===== config.mk =====
export PLATFORM = sky130hd
export DESIGN_NAME = instr_fetch
export DESIGN_NICKNAME = d
export VERILOG_FILES = /design/src/rtl/instr_fetch.sv
export SDC_FILE = /design/constraint.sdc
export NUM_CORES = 1
export LEC_CHECK = 0
export BUFFER_PORTS_ARGS = -buffer_cell sky130_fd_sc_hd__buf_2
export CAP_MARGIN = 5
export CORE_MARGIN = 1.5
export CORE_UTILIZATION = 35
export CTS_CLUSTER_SIZE = 8
export DETAILED_ROUTE_END_ITERATION = 6
export PLACE_DENSITY_LB_ADDON = 0.12
export REMOVE_ABC_BUFFERS = 1
export SYNTH_ARGS = -nofsm -noshare
export SYNTH_HDL_FRONTEND = slang
export SYNTH_SLANG_ARGS = --single-unit

===== constraint.sdc =====
create_clock -name clk -period 1.9 [get_ports clk]
set_input_delay 0.095 -clock clk [delete_from_list [all_inputs] [get_ports clk]]
set_output_delay 0.095 -clock clk [all_outputs]
set_load 0.02 [all_outputs]

===== src/rtl/instr_fetch.sv =====
// Instruction fetch stage: owns the PC register, fetches over imem req/ack, feeds decode via IF/ID.
// Latency: one instruction per cycle with zero-wait acks; IF/ID updates on the cycle after the ack.
// Backpressure: stall holds IF/ID (one-entry skid absorbs a landing word); flush drops held/in-flight data.
// Optional: FETCH_ALIGN_CHECK_EN forces word alignment of loaded PCs and raises sticky fetch_misalign.
module instr_fetch #(
  parameter logic [31:0] RESET_PC  = 32'h0000_0000,
  parameter logic [31:0] NOP_INSTR = 32'h0000_0000
) (
  input  logic        clk,
  input  logic        rst_n,
  input  logic [31:0] next_pc,
  output logic [31:0] pc_out,
  output logic        imem_req,
  output logic [31:0] imem_addr,
  input  logic        imem_ack,
  input  logic [31:0] imem_rdata,
  input  logic        stall,
  input  logic        flush,
  output logic        if_valid,
  output logic [31:0] if_instr,
  output logic [31:0] if_pc,
  output logic        fetch_misalign
);

  typedef enum logic [1:0] {IDLE, REQ, HOLD} state_t;

  state_t      state_q, state_d;
  logic [31:0] pc_q, pc_d;
  logic        req_q, req_d;
  logic [31:0] addr_q, addr_d;
  logic        vld_q, vld_d;
  logic [31:0] instr_q, instr_d;
  logic [31:0] ifpc_q, ifpc_d;
  logic        drop_q, drop_d;
  logic        skid_vld_q, skid_vld_d;
  logic [31:0] skid_instr_q, skid_instr_d;
  logic [31:0] skid_pc_q, skid_pc_d;
  logic        mis_q, mis_d;

  logic [31:0] npc_load;
  logic        npc_mis;
  logic        ack_v;
  logic        load_pc;

  // Value that would enter the PC register, and whether it was misaligned.
`ifdef FETCH_ALIGN_CHECK_EN
  assign npc_load = {next_pc[31:2], 2'b00};
  assign npc_mis  = |next_pc[1:0];
`else
  assign npc_load = next_pc;
  assign npc_mis  = 1'b0;
`endif

  // An ack only counts while a request is actually outstanding.
  assign ack_v = imem_ack & req_q;

  // State register.
  always_ff @(posedge clk) begin
    if (!rst_n) state_q <= IDLE;
    else        state_q <= state_d;
  end

  // Next-state and datapath decisions; flush is applied last so it overrides capture and stall.
  always_comb begin
    state_d      = state_q;
    pc_d         = pc_q;
    req_d        = req_q;
    addr_d       = addr_q;
    vld_d        = vld_q;
    instr_d      = instr_q;
    ifpc_d       = ifpc_q;
    drop_d       = drop_q;
    skid_vld_d   = skid_vld_q;
    skid_instr_d = skid_instr_q;
    skid_pc_d    = skid_pc_q;
    mis_d        = mis_q;
    load_pc      = 1'b0;

    // Decode takes the held word whenever it is not stalled.
    if (vld_q && !stall) begin
      vld_d   = 1'b0;
      instr_d = NOP_INSTR;
    end

    case (state_q)
      IDLE: begin
        state_d = REQ;
        req_d   = 1'b1;
        addr_d  = pc_q;
      end
      REQ: begin
        if (ack_v && !drop_q && !flush) begin
          load_pc = 1'b1;
          if (!stall || !vld_q) begin
            instr_d = imem_rdata;
            ifpc_d  = addr_q;
            vld_d   = 1'b1;
            addr_d  = npc_load;
          end else begin
            // IF/ID is occupied and stalled: park the word and pause fetching.
            skid_vld_d   = 1'b1;
            skid_instr_d = imem_rdata;
            skid_pc_d    = addr_q;
            req_d        = 1'b0;
            state_d      = HOLD;
          end
        end else if (ack_v && drop_q) begin
          // Stale response to a flushed request: discard and refetch at the redirect PC.
          drop_d = 1'b0;
          addr_d = pc_q;
        end
      end
      HOLD: begin
        if (!stall) begin
          vld_d      = skid_vld_q;
          instr_d    = skid_instr_q;
          ifpc_d     = skid_pc_q;
          skid_vld_d = 1'b0;
          state_d    = REQ;
          req_d      = 1'b1;
          addr_d     = pc_q;
        end
      end
      default: state_d = IDLE;
    endcase

    if (flush) begin
      vld_d      = 1'b0;
      instr_d    = NOP_INSTR;
      skid_vld_d = 1'b0;
      load_pc    = 1'b1;
      if (req_q && !ack_v) begin
        // Bus request cannot be withdrawn; keep it and discard its data later.
        drop_d = 1'b1;
      end else begin
        drop_d  = 1'b0;
        state_d = REQ;
        req_d   = 1'b1;
        addr_d  = npc_load;
      end
    end

    if (load_pc) begin
      pc_d  = npc_load;
      mis_d = mis_q | npc_mis;
    end
  end

  // Datapath registers.
  always_ff @(posedge clk) begin
    if (!rst_n) begin
      pc_q         <= RESET_PC;
      req_q        <= 1'b0;
      addr_q       <= 32'h0;
      vld_q        <= 1'b0;
      instr_q      <= NOP_INSTR;
      ifpc_q       <= 32'h0;
      drop_q       <= 1'b0;
      skid_vld_q   <= 1'b0;
      skid_instr_q <= 32'h0;
      skid_pc_q    <= 32'h0;
      mis_q        <= 1'b0;
    end else begin
      pc_q         <= pc_d;
      req_q        <= req_d;
      addr_q       <= addr_d;
      vld_q        <= vld_d;
      instr_q      <= instr_d;
      ifpc_q       <= ifpc_d;
      drop_q       <= drop_d;
      skid_vld_q   <= skid_vld_d;
      skid_instr_q <= skid_instr_d;
      skid_pc_q    <= skid_pc_d;
      mis_q        <= mis_d;
    end
  end

  assign pc_out         = pc_q;
  assign imem_req       = req_q;
  assign imem_addr      = addr_q;
  assign if_valid       = vld_q;
  assign if_instr       = instr_q;
  assign if_pc          = ifpc_q;
  assign fetch_misalign = mis_q;

endmodule


# Yosys cells after proc, flatten, opt, wreduce, memory -nomap -nowiden
# Cells that the tools add are included.
[op_classes]
n_eq_ne = 7
n_mux = 45
bitwise = 3
reduce_logical = 20
[ops]
columns = ["cell", "n"]
rows = [
  ["32-bit two-way mux", 13],
  ["32-bit case mux with 2 select lines", 2],
  ["32-bit case mux with 3 select lines", 1],
  ["1-bit two-way mux", 20],
  ["2-bit two-way mux", 5],
  ["2-bit inequality test (second input constant)", 5],
  ["4-bit AND reduction", 2],
  ["2-bit case mux with 3 select lines", 1],
  ["3-bit AND reduction", 2],
  ["2-bit nonzero test", 3],
  ["1-bit logical AND", 5],
  ["1-bit logical NOT", 5],
  ["1-bit case mux with 2 select lines", 2],
  ["1-bit case mux with 3 select lines", 1],
  ["2-bit by 1-bit == test with 1-bit output (second input constant)", 1],
  ["2-bit == test (second input constant)", 1],
  ["2-bit logical NOT", 1],
  ["1-bit NOT", 2],
  ["2-bit OR reduction", 1],
  ["1-bit bitwise AND", 1],
  ["1-bit logical OR", 1],
]
[word_totals]
regBits = 198
input_bits = 69
elab_cells = 86

# Longest topological paths before layout
# Gate-level depths: netlist of the first run.
[depth]
depth_word = 7
ltp_mapped = 9

# Worst setup path after synthesis of the first run
# OpenSTA, ideal clock, no wires.
[synth_path]
path_type = "register -> register"
from = "register state_q[0]"
to = "register addr_q[0] (netlist: imem_addr[0])"
setup_ns = 0.122
arrival_time_ns = 1.893
t_required_ns = 1.778
slack_ns = -0.115
path_stages_with_launch = 10
n_path_buf = 3
path_cell_list = "dfxtp_1 inv_1 ha_1 buf_2 nor2b_1 clkbuf_1 a211oi_2 clkbuf_1 nor3b_1 a221o_1"
[synth_via]
elab_chain_len = 4
word_cells_on_any_way = 6
classes_between = "eq/ne: 2; mux: 3; reduce/logical: 1"
[synth_rtl]
columns = ["item", "line", "rtl"]
rows = [
  ["start: declaration", "27", "state_t state_q, state_d;"],
  ["start signal: assignment", "60", "else state_q <= state_d;"],
  ["2-bit == test, or another cell as far along", "85", "case (state_q)"],
  ["32-bit case mux with 3 select lines (*)", "85", ""],
  ["32-bit two-way mux", "132", "if (req_q && !ack_v) begin"],
  ["32-bit two-way mux (*)", "127", "if (flush) begin"],
  ["end signal: assignment", "166", "addr_q <= addr_d;"],
  ["end: declaration", "30", "logic [31:0] addr_q, addr_d;"],
]
# Every way passes the cells marked *; elsewhere a longest branch is shown, timed or not.
# A chain may end at the register's enable or synchronous reset.

# Worst setup path in the final report of the first run
[layout_path]
from = "register state_q[1]"
to = "register ifpc_q[10] (netlist: if_pc[10])"
[layout_via]
elab_chain_len = 3
word_cells_on_any_way = 8
classes_between = "eq/ne: 5; mux: 1; reduce/logical: 2"
[layout_rtl]
columns = ["item", "line", "rtl"]
rows = [
  ["2-bit by 1-bit == test with 1-bit output or 2-bit == test (tied branches)", "85", ""],
  ["2-bit inequality test (no line) or 2-bit nonzero test (tied branches)", "n/a", ""],
  ["4-bit AND reduction (no line)", "n/a", ""],
  ["end signal: assignment", "169", "ifpc_q <= ifpc_d;"],
  ["end: declaration", "33", "logic [31:0] ifpc_q, ifpc_d;"],
]
# Parallel ways exist; a longest one is shown, timed or not.

==> flow_summary.ini, run 1 <==
[worst_setup_path]
critPathLaunchType = flop
path_cells = inv_4 -> ha_4 -> nand3_4 -> buf_6 -> nor4_4 -> buf_6 -> or2_4 -> clkbuf_16 -> a211oi_1
worstSetupEndpointType = flop
rrSetupSlack_ps = 50
crit_start = state_q[1]$_SDFF_PN0_
crit_arrival_ps = 2150
cp_num_buf_inv = 4
critPathKind = flop to flop
critPathMaxStageDelay_ps = 370
cp_data_required_time_ps = 2200
worstPathMaxFanout = 11
cpMaxStageDelayCell = dfxtp_4
critPathTopFamily = buffers and inverters
crit_top_cell = buf_6
reg2reg_from = state_q[1]$_SDFF_PN0_

[synth]
synth_seq_cells = 198
syn_area_per_cell_um2 = 9.08
yosysSeqAreaShare_pct = 50.1
ys_types = 51
netlist_area_um2 = 7920
synthSimpleGateAreaFrac_pct = 16.6
synth_xor_area_share_pct = 0
synth-adder-area-share_pct = 0.632
synth_edf_count = 0
synthMuxAreaShare_pct = 4.47
synth_compound_area_share_pct = 23.1
ys_warn_count = 0
ys.flop_type = dfxtp_1
netlist_instances = 872
async_flop_share_pct = 0
synth_top_family_by_area = compound AO/OA/AOI/OAI gates

[power]
ir_drop_mv = 0.547
p_per_area_nw_per_um2 = 869
p_leak_uw = 0.00435

[clock_network]
ctsRootBufferMaster = clkbuf_16
cts.htree.levels = 4
clkTransAtPathRegs_ps = 70
clk_path_buf_depth = 2
cts.sinks = 198
clk_latency_ps = 440
cts_buffers = 17
tritoncts = done

[sta]
fin_ws_ps = 50.8
fmax_mhz = 541
finalSetupViolCount = 0
period_share_pct = 97.3
clock-skew-final_ps = 19.1
slew_viol_final = 0
fin_crit_ps = 1850
timing.hold.ws_ps = 52.3
rsz0062_at_grt = true
final_hold_viol_count = 0

[detailed_routing]
ant_nets = 0
wire_per_inst_um = 17.6
drt_pass1_iterations = 5
vias = 7527
via_per_inst = 5.24
remaining_drc_errors = 0
drt_iter0_drc = 369
dr_wl_met3_mm = 1.17
met2_wirelength_mm = 11.7
m1WireLength_mm = 12.1
drt-total-wl_mm = 25.3
dr.max_layer_used = met4

[grt]
grt_pass1_vias = 6951
grt_antenna_before_repair = 0
grt_use_total_pct = 20.5
grt_pass1_wl_mm = 38.6
grt-ovfl-total = 0
grt_start_max_net_pins = 70

[min_path]
hold_start = imem_ack
hp-class = input pin to flop

[floorplanning]
die_h_um = 153
die_w_um = 153
dieArea_um2 = 23500
coreArea_um2 = 22000
start_util_pct = 35.9
num_rows = 54
io_pins = 200

[layout]
multi_input_area_um2 = 3740
final_common_cell = nand2_1
drive_gt1_share_pct = 29.1
diodes = 0
fin_util_pct = 50.7
area_delta_synth_final_pct = 41.2
regArea_um2 = 3970
fin_nets = 1217
n_fill_cell = 2106
final_cell_mix = nand2_1 (199), buf_2 (198), dfxtp_1 (195), a21oi_1 (100), dlygate4sd3_1 (64)
final-instance-count-excl-fill = 1437

[run_status]
status = finished clean

[placement]
hpwl_mm = 15.7
port_buffers = 198
gp_congestion = 0.819
dpl.cell_count = 1329
pre_cts_slack_ps = -38.1

[flow_run]
maxCapViolations = 0
-- metal layers --
metal	track usage [%]	vias up
li1	-	3700
met1	28.3	3597
met2	32.3	207
met3	3.86	23
met4	6.66	0
met5	0	-
-- repair_timing --
item                       4_1_cts  5_1_grt
pin swaps                        1       10
gates resized for setup          4       36
hold buffers                    64        0
buffers inserted                 0        7
setup endpoints to repair       90       93
hold endpoints to repair       122        0
gates cloned                     0        6
-- synth_stat cells (2+ instances only) --
library cell,n,area (um2)
a21boi_0,2,15.0
ha_1,4,50.1
inv_1,5,18.8
a211oi_1,35,263
nor3_1,34,170
buf_6,3,33.8
dfxtp_1,198,3960
nor2_1,2,7.51
buf_2,36,180
nand2b_1,2,12.5
mux2_2,3,33.8
o31ai_1,2,15.0
o21a_1,2,15.0
o21ai_0,9,45.0
buf_4,2,15.0
nor3b_1,30,225
mux2i_1,32,320
nand3_1,3,15.0
a22oi_1,33,248
o311a_1,2,20.0
nor2b_1,7,43.8
nand2_1,199,747
a221o_1,30,300
a31oi_1,2,12.5
a21oi_1,102,510
clkbuf_1,39,146
o2bb2ai_1,30,263
-- through the flow --
step	power, uW	TNS [ps]	cell area (um2)
2_1_floorplan	5210	-419550	7540
3_3_place_gp	5880	-73.6	9620
3_5_place_dp	5890	-1960	9620
4_1_cts	9720	-5.22	10900
5_1_grt	10200	-247	11200
6_report	9710	0	11200
-- report_power, final --
| group | switching (uW) | internal, uW | leakage (uW) |
|---|---|---|---|
| Sequential | 144 | 4310 | 0.00161 |
| Clock | 1690 | 2020 | 0.000293 |
| Combinational | 871 | 675 | 0.00245 |
| Total | 2710 | 7000 | 0.00435 |
-- state kept, by name (all words and copies together) (netlist names) --
register	count
imem_addr	32
pc_out	32
skid_vld_q	1
drop_q	1
if_pc	32
imem_req	1
state_q	2
if_valid	1
if_instr	32
skid_instr_q	32
skid_pc_q	32
-- cells by family after synthesis --
logic type,Yosys count
other cells,1
compound gates,261
simple gates,287
buf+inv,86
flops,198
mux,35
fa+ha+maj,4
-- path summary, 6_finish.rpt --
path,to,cells past startpoint
worst max register to register,if_pc[10]$_SDFFE_PN0P_,9
worst min-delay path,drop_q$_SDFFE_PN0P_,3
worst max-delay path,if_pc[10]$_SDFFE_PN0P_,9
worst min register to register,skid_pc_q[2]$_SDFFE_PN0P_,2
-- worst reg2reg max path, stage by stage, from the launching register on --
cell and delay, ps:
dfxtp_4 370, inv_4 70, ha_4 170, nand3_4 90, buf_6 150, nor4_4 270, buf_6 160, or2_4 210
clkbuf_16 190, a211oi_1 70
-- cell type report --
type                            count  area share, %
Clock buffer                       18           3.93
Clock inverter                     14           1.48
Inverter                            6          0.246
Multi-Input combinational cell    590           33.5
Sequential cell                   198           35.5
Tap cell                          280           3.13
Timing Repair Buffer              331           22.2
Note: power is estimated with default switching activity, not from simulation.
==> run 2: changes to the inputs <==
Settings changed: GPL_TIMING_DRIVEN set to 0.
==> flow_summary.ini, run 2 (synthesis gave the netlist of run 1 again) <==
[placement]
gp_congestion = 0.761
pre_cts_slack_ps = -1350
hpwl_mm = 15.9
dpl.cell_count = 1290
port_buffers = 198

[sta]
slew_viol_final = 0
relSlewSlack_pct = 57.5
final_hold_viol_count = 0
fmax_mhz = 513
fin_ws_ps = -49.2
timing.hold.ws_ps = 72.9
rsz0062_at_grt = true
fin_crit_ps = 1950
clock-skew-final_ps = 11.4
tightest_slew_ps = 635
finalSetupViolCount = 29
period_share_pct = 103

[grt]
grt_start_max_net_pins = 86
grt-ovfl-total = 0
grt_pass1_vias = 7469
grt_use_total_pct = 23.1
grt_pass1_wl_mm = 42.8
grt_antenna_before_repair = 0

[floorplanning]
start_util_pct = 35.9
coreArea_um2 = 22000
dieArea_um2 = 23500
io_pins = 200
num_rows = 54
die_h_um = 153
die_w_um = 153

[worst_setup_path]
worstPathMaxFanout = 8
r2r_cells = 7
critPathLaunchType = flop
cp_data_required_time_ps = 2220
crit_arrival_ps = 2270
crit_start = state_q[0]$_SDFF_PN0_
endpoint = imem_addr[20]$_SDFF_PN0_
r2r_end = imem_addr[20]$_SDFF_PN0_
worstSetupEndpointType = flop
rrSetupSlack_ps = -50
reg2reg_from = state_q[0]$_SDFF_PN0_
critPathKind = flop to flop

[min_path]
hp-class = input pin to flop
hold_depth = 3

[clock_network]
cts.sinks = 198
clkTransAtPathRegs_ps = 70
cts.htree.levels = 4
ctsRootBufferMaster = clkbuf_16
clk_path_buf_depth = 2
cts_buffers = 17
clk_latency_ps = 440
tritoncts = done

[layout]
fin_nets = 1227
final_cell_mix = nand2_1 (198), buf_2 (198), dfxtp_1 (194), a21oi_1 (98), dlygate4sd3_1 (64)
final-instance-count-excl-fill = 1447
drive_gt1_share_pct = 34.2
n_fill_cell = 2016
area_delta_synth_final_pct = 49.4
diodes = 0

[run_status]
violations = negative setup slack
status = finished with violations

[flow_run]
maxCapViolations = 0

[power]
power_frac_clock_pct = 37.6
combPwrFrac_pct = 17.3
p_leak_uw = 0.00454
ir_drop_mv = 0.527
p_sw_share_pct = 29.0
switching_power_uw = 2880
pwr-share-seq_pct = 45.0
p_per_area_nw_per_um2 = 838
p_int_uw = 7030

[detailed_routing]
ant_nets = 0
drt_iter0_drc = 465
remaining_drc_errors = 0
drt_pass1_iterations = 5
drt-total-wl_mm = 28.9
wire_per_inst_um = 20.0
via_per_inst = 5.45
vias = 7892
[run 2: changes by cell type in the layout (fill, tap and decap cells not counted), sizes merged]
cell    change
o311a       +3
or3         +1
bufbuf      +1
clkbuf      +3
clkinv      +1
nor2b       +1
[run 2: area by class of cell]
| type | count | area, um2 | area share, % |
|---|---|---|---|
| timing repair buffer | 336 | 2760 | 23.3 |
| clock inverter | 15 | 168 | 1.42 |
| tap | 280 | 350 | 2.96 |
| inverter | 6 | 32.5 | 0.275 |
| sequential | 198 | 3980 | 33.6 |
| multi-input combinational | 595 | 4120 | 34.8 |
| clock buffer | 17 | 425 | 3.60 |
[run 2: worst min-delay path by stage]
stage,startpoint,to
final,imem_ack,drop_q$_SDFFE_PN0P_
after global routing,imem_ack,drop_q$_SDFFE_PN0P_
after CTS,imem_ack,drop_q$_SDFFE_PN0P_
after detailed placement,next_pc[0],imem_addr[0]$_SDFF_PN0_
after global placement,next_pc[27],imem_addr[27]$_SDFF_PN0_
after floorplan,next_pc[28],imem_addr[28]$_SDFF_PN0_
[run 2: through the flow]
step,cell area (um2),utilization (%),total power [uW],TNS (ps)
2_1_floorplan,7540,-,5210,-419550
3_3_place_gp,8880,40.3,5700,-928000
3_5_place_dp,9360,42.5,5810,-157650
4_1_cts,11300,51.3,9810,-96.3
5_1_grt,11800,53.7,10300,-9030
6_report,11800,53.7,9910,-540
[run 2: what timing repair did]
action,in CTS,in global routing
gates cloned,9,8
setup endpoints to repair,197,160
pin swaps,26,43
buffers inserted,39,8
hold buffers,64,0
gates resized for setup,45,70
hold endpoints to repair,125,0
[run 2: layer usage]
layer	wire length, um	vias up	track usage (%)
met1	13200	3889	31.6
met3	1710	34	4.39
met5	0	-	0
met4	526	0	7.81
li1	-	3726	-
met2	13500	243	36.5
[run 2: power groups by stage]
stage	Combinational (uW)	Sequential, uW	Clock (uW)
6_report	1720	4460	3730
5_1_grt	1810	4490	3970
4_1_cts	1540	4450	3810
3_5_place_dp	1260	4550	0
3_3_place_gp	1150	4550	0
2_1_floorplan	497	4710	0
[run 2: critical path, stage by stage (launching register included)]
cell     delay, ps
dfxtp_4        370
buf_6          120
ha_4           190
nand3_4        160
nor3_4          70
buf_12         150
o311a_4        460
a221o_1        320
==> run 3: changes to the inputs <==
Settings changed: PLACE_DENSITY_LB_ADDON 0.12 to 0.1.
==> flow_summary.ini, run 3 (synthesis gave the netlist of run 1 again) <==
[detailed_routing]
remaining_drc_errors = 0
via_per_inst = 5.36
vias = 7743
drt_iter0_drc = 447
drt-total-wl_mm = 27.4
drt_pass1_iterations = 6
wire_per_inst_um = 19.0
ant_nets = 0

[clock_network]
tritoncts = done
clk_latency_ps = 440
cts.htree.levels = 4
ctsRootBufferMaster = clkbuf_16
clkTransAtPathRegs_ps = 80
cts_buffers = 17
clk_path_buf_depth = 2
cts.sinks = 198

[min_path]
hp-class = input pin to flop

[power]
power.total_uw = 10000
pwr-share-seq_pct = 44.6
power_frac_clock_pct = 39.2
p_leak_uw = 0.00446
switching_power_uw = 2850
combPwrFrac_pct = 16.2
ir_drop_mv = 0.554
p_int_uw = 7150
p_sw_share_pct = 28.5
p_per_area_nw_per_um2 = 871

[grt]
grt_start_max_net_pins = 89
grt_pass1_vias = 7445
grt-ovfl-total = 0
grt_use_total_pct = 22.9
grt_antenna_before_repair = 0
grt_pass1_wl_mm = 42.4

[worst_setup_path]
worstSetupEndpointType = flop
critPathLaunchType = flop
worstPathMaxFanout = 8
cp_data_required_time_ps = 2200
critPathKind = flop to flop
crit_arrival_ps = 2270

[floorplanning]
dieArea_um2 = 23500
start_util_pct = 35.9
num_rows = 54
coreArea_um2 = 22000
die_w_um = 153
die_h_um = 153
io_pins = 200

[sta]
fmax_mhz = 507
tightest_slew_ps = 712
relSlewSlack_pct = 52.3
clock-skew-final_ps = 13.9
fin_ws_ps = -70.9
rsz0062_at_grt = true
final_hold_viol_count = 0
slew_viol_final = 0
period_share_pct = 104
finalSetupViolCount = 79
tns_ps = -2730
fin_crit_ps = 1970
timing.hold.ws_ps = 76.2

[layout]
fin_util_pct = 52.1
drive_gt1_share_pct = 30.3
area_delta_synth_final_pct = 45.0
final_cell_mix = nand2_1 (198), buf_2 (198), dfxtp_1 (193), a21oi_1 (100), dlygate4sd3_1 (64)
diodes = 0
fin_nets = 1224

[placement]
port_buffers = 198
hpwl_mm = 15.7
gp_congestion = 0.761

[run_status]
status = finished with violations
violations = negative setup slack

[flow_run]
maxCapViolations = 0
-- run 3: cell types whose count changed in the layout (fill, tap and decap cells not counted), sizes merged, moves of 2 or more --
cell    change
o311a       -2
clkbuf      -4
buf         +2
clkinv      -3
inv         +3
-- run 3: layer usage --
layer | wire length (um) | share of wire, % | GRT usage [%]
met5 | 0 | 0 | 0
met1 | 13100 | 48 | 31.6
met2 | 12400 | 45 | 35.7
met3 | 1480 | 5.4 | 5.05
met4 | 473 | 1.7 | 6.66
-- run 3: layout make-up --
type / instances / area [um2]
flip-flops and latches: 198 / 3980
clock inverters: 15 / 205
multi-input cells: 594 / 3860
clock buffers: 17 / 425
repair buffers: 334 / 2620
well taps: 280 / 350
inverters: 6 / 32.5
fillers: 2053 / 10600
-- run 3: power groups by stage --
stage                     sequential [uW]  combinational (uW)  clock [uW]
after floorplan                      4710                 497           0
after global placement               4550                1150           0
after detailed placement             4550                1250           0
after CTS                            4450                1560        4000
after global routing                 4480                1730        4190
final                                4460                1620        3920
-- run 3: worst paths after layout --
path / startpoint / endpoint / slack, ps / depth (start not counted)
max: drop_q$_SDFFE_PN0P_ / if_instr[30]$_SDFF_PP0_ / -70 / 4
min: imem_ack / drop_q$_SDFFE_PN0P_ / 80 / 3
max reg2reg: drop_q$_SDFFE_PN0P_ / if_instr[30]$_SDFF_PP0_ / -70 / 4
min reg2reg: skid_instr_q[18]$_SDFFE_PN0P_ / skid_instr_q[18]$_SDFFE_PN0P_ / 450 / 2
-- run 3: stage by stage --
step                      setup slack (ps)  cells  area (um2)
after floorplan                      -3510    792        7540
final                                -70.9   1444       11500
after CTS                            -29.1   1433       11300
after detailed placement             -1340   1290        9350
after global placement               -7440   1270        8880
after global routing                  -138   1444       11500
-- run 3: worst max-delay path: stages (launching register included) --
cell       delay [ps]
dfxtp_2           390
or2_4             300
o311a_1           530
o311a_4           450
o2bb2ai_1         160
-- run 3: timing repair --
| action | in CTS | in global routing |
|---|---|---|
| endpoints found under the setup margin | 197 | 152 |
| buffers inserted | 39 | 8 |
| hold buffers | 64 | 0 |
| gates resized for setup | 45 | 11 |
| hold endpoints to repair | 124 | 0 |
| cloned | 8 | 4 |
| pin swaps | 20 | 7 |
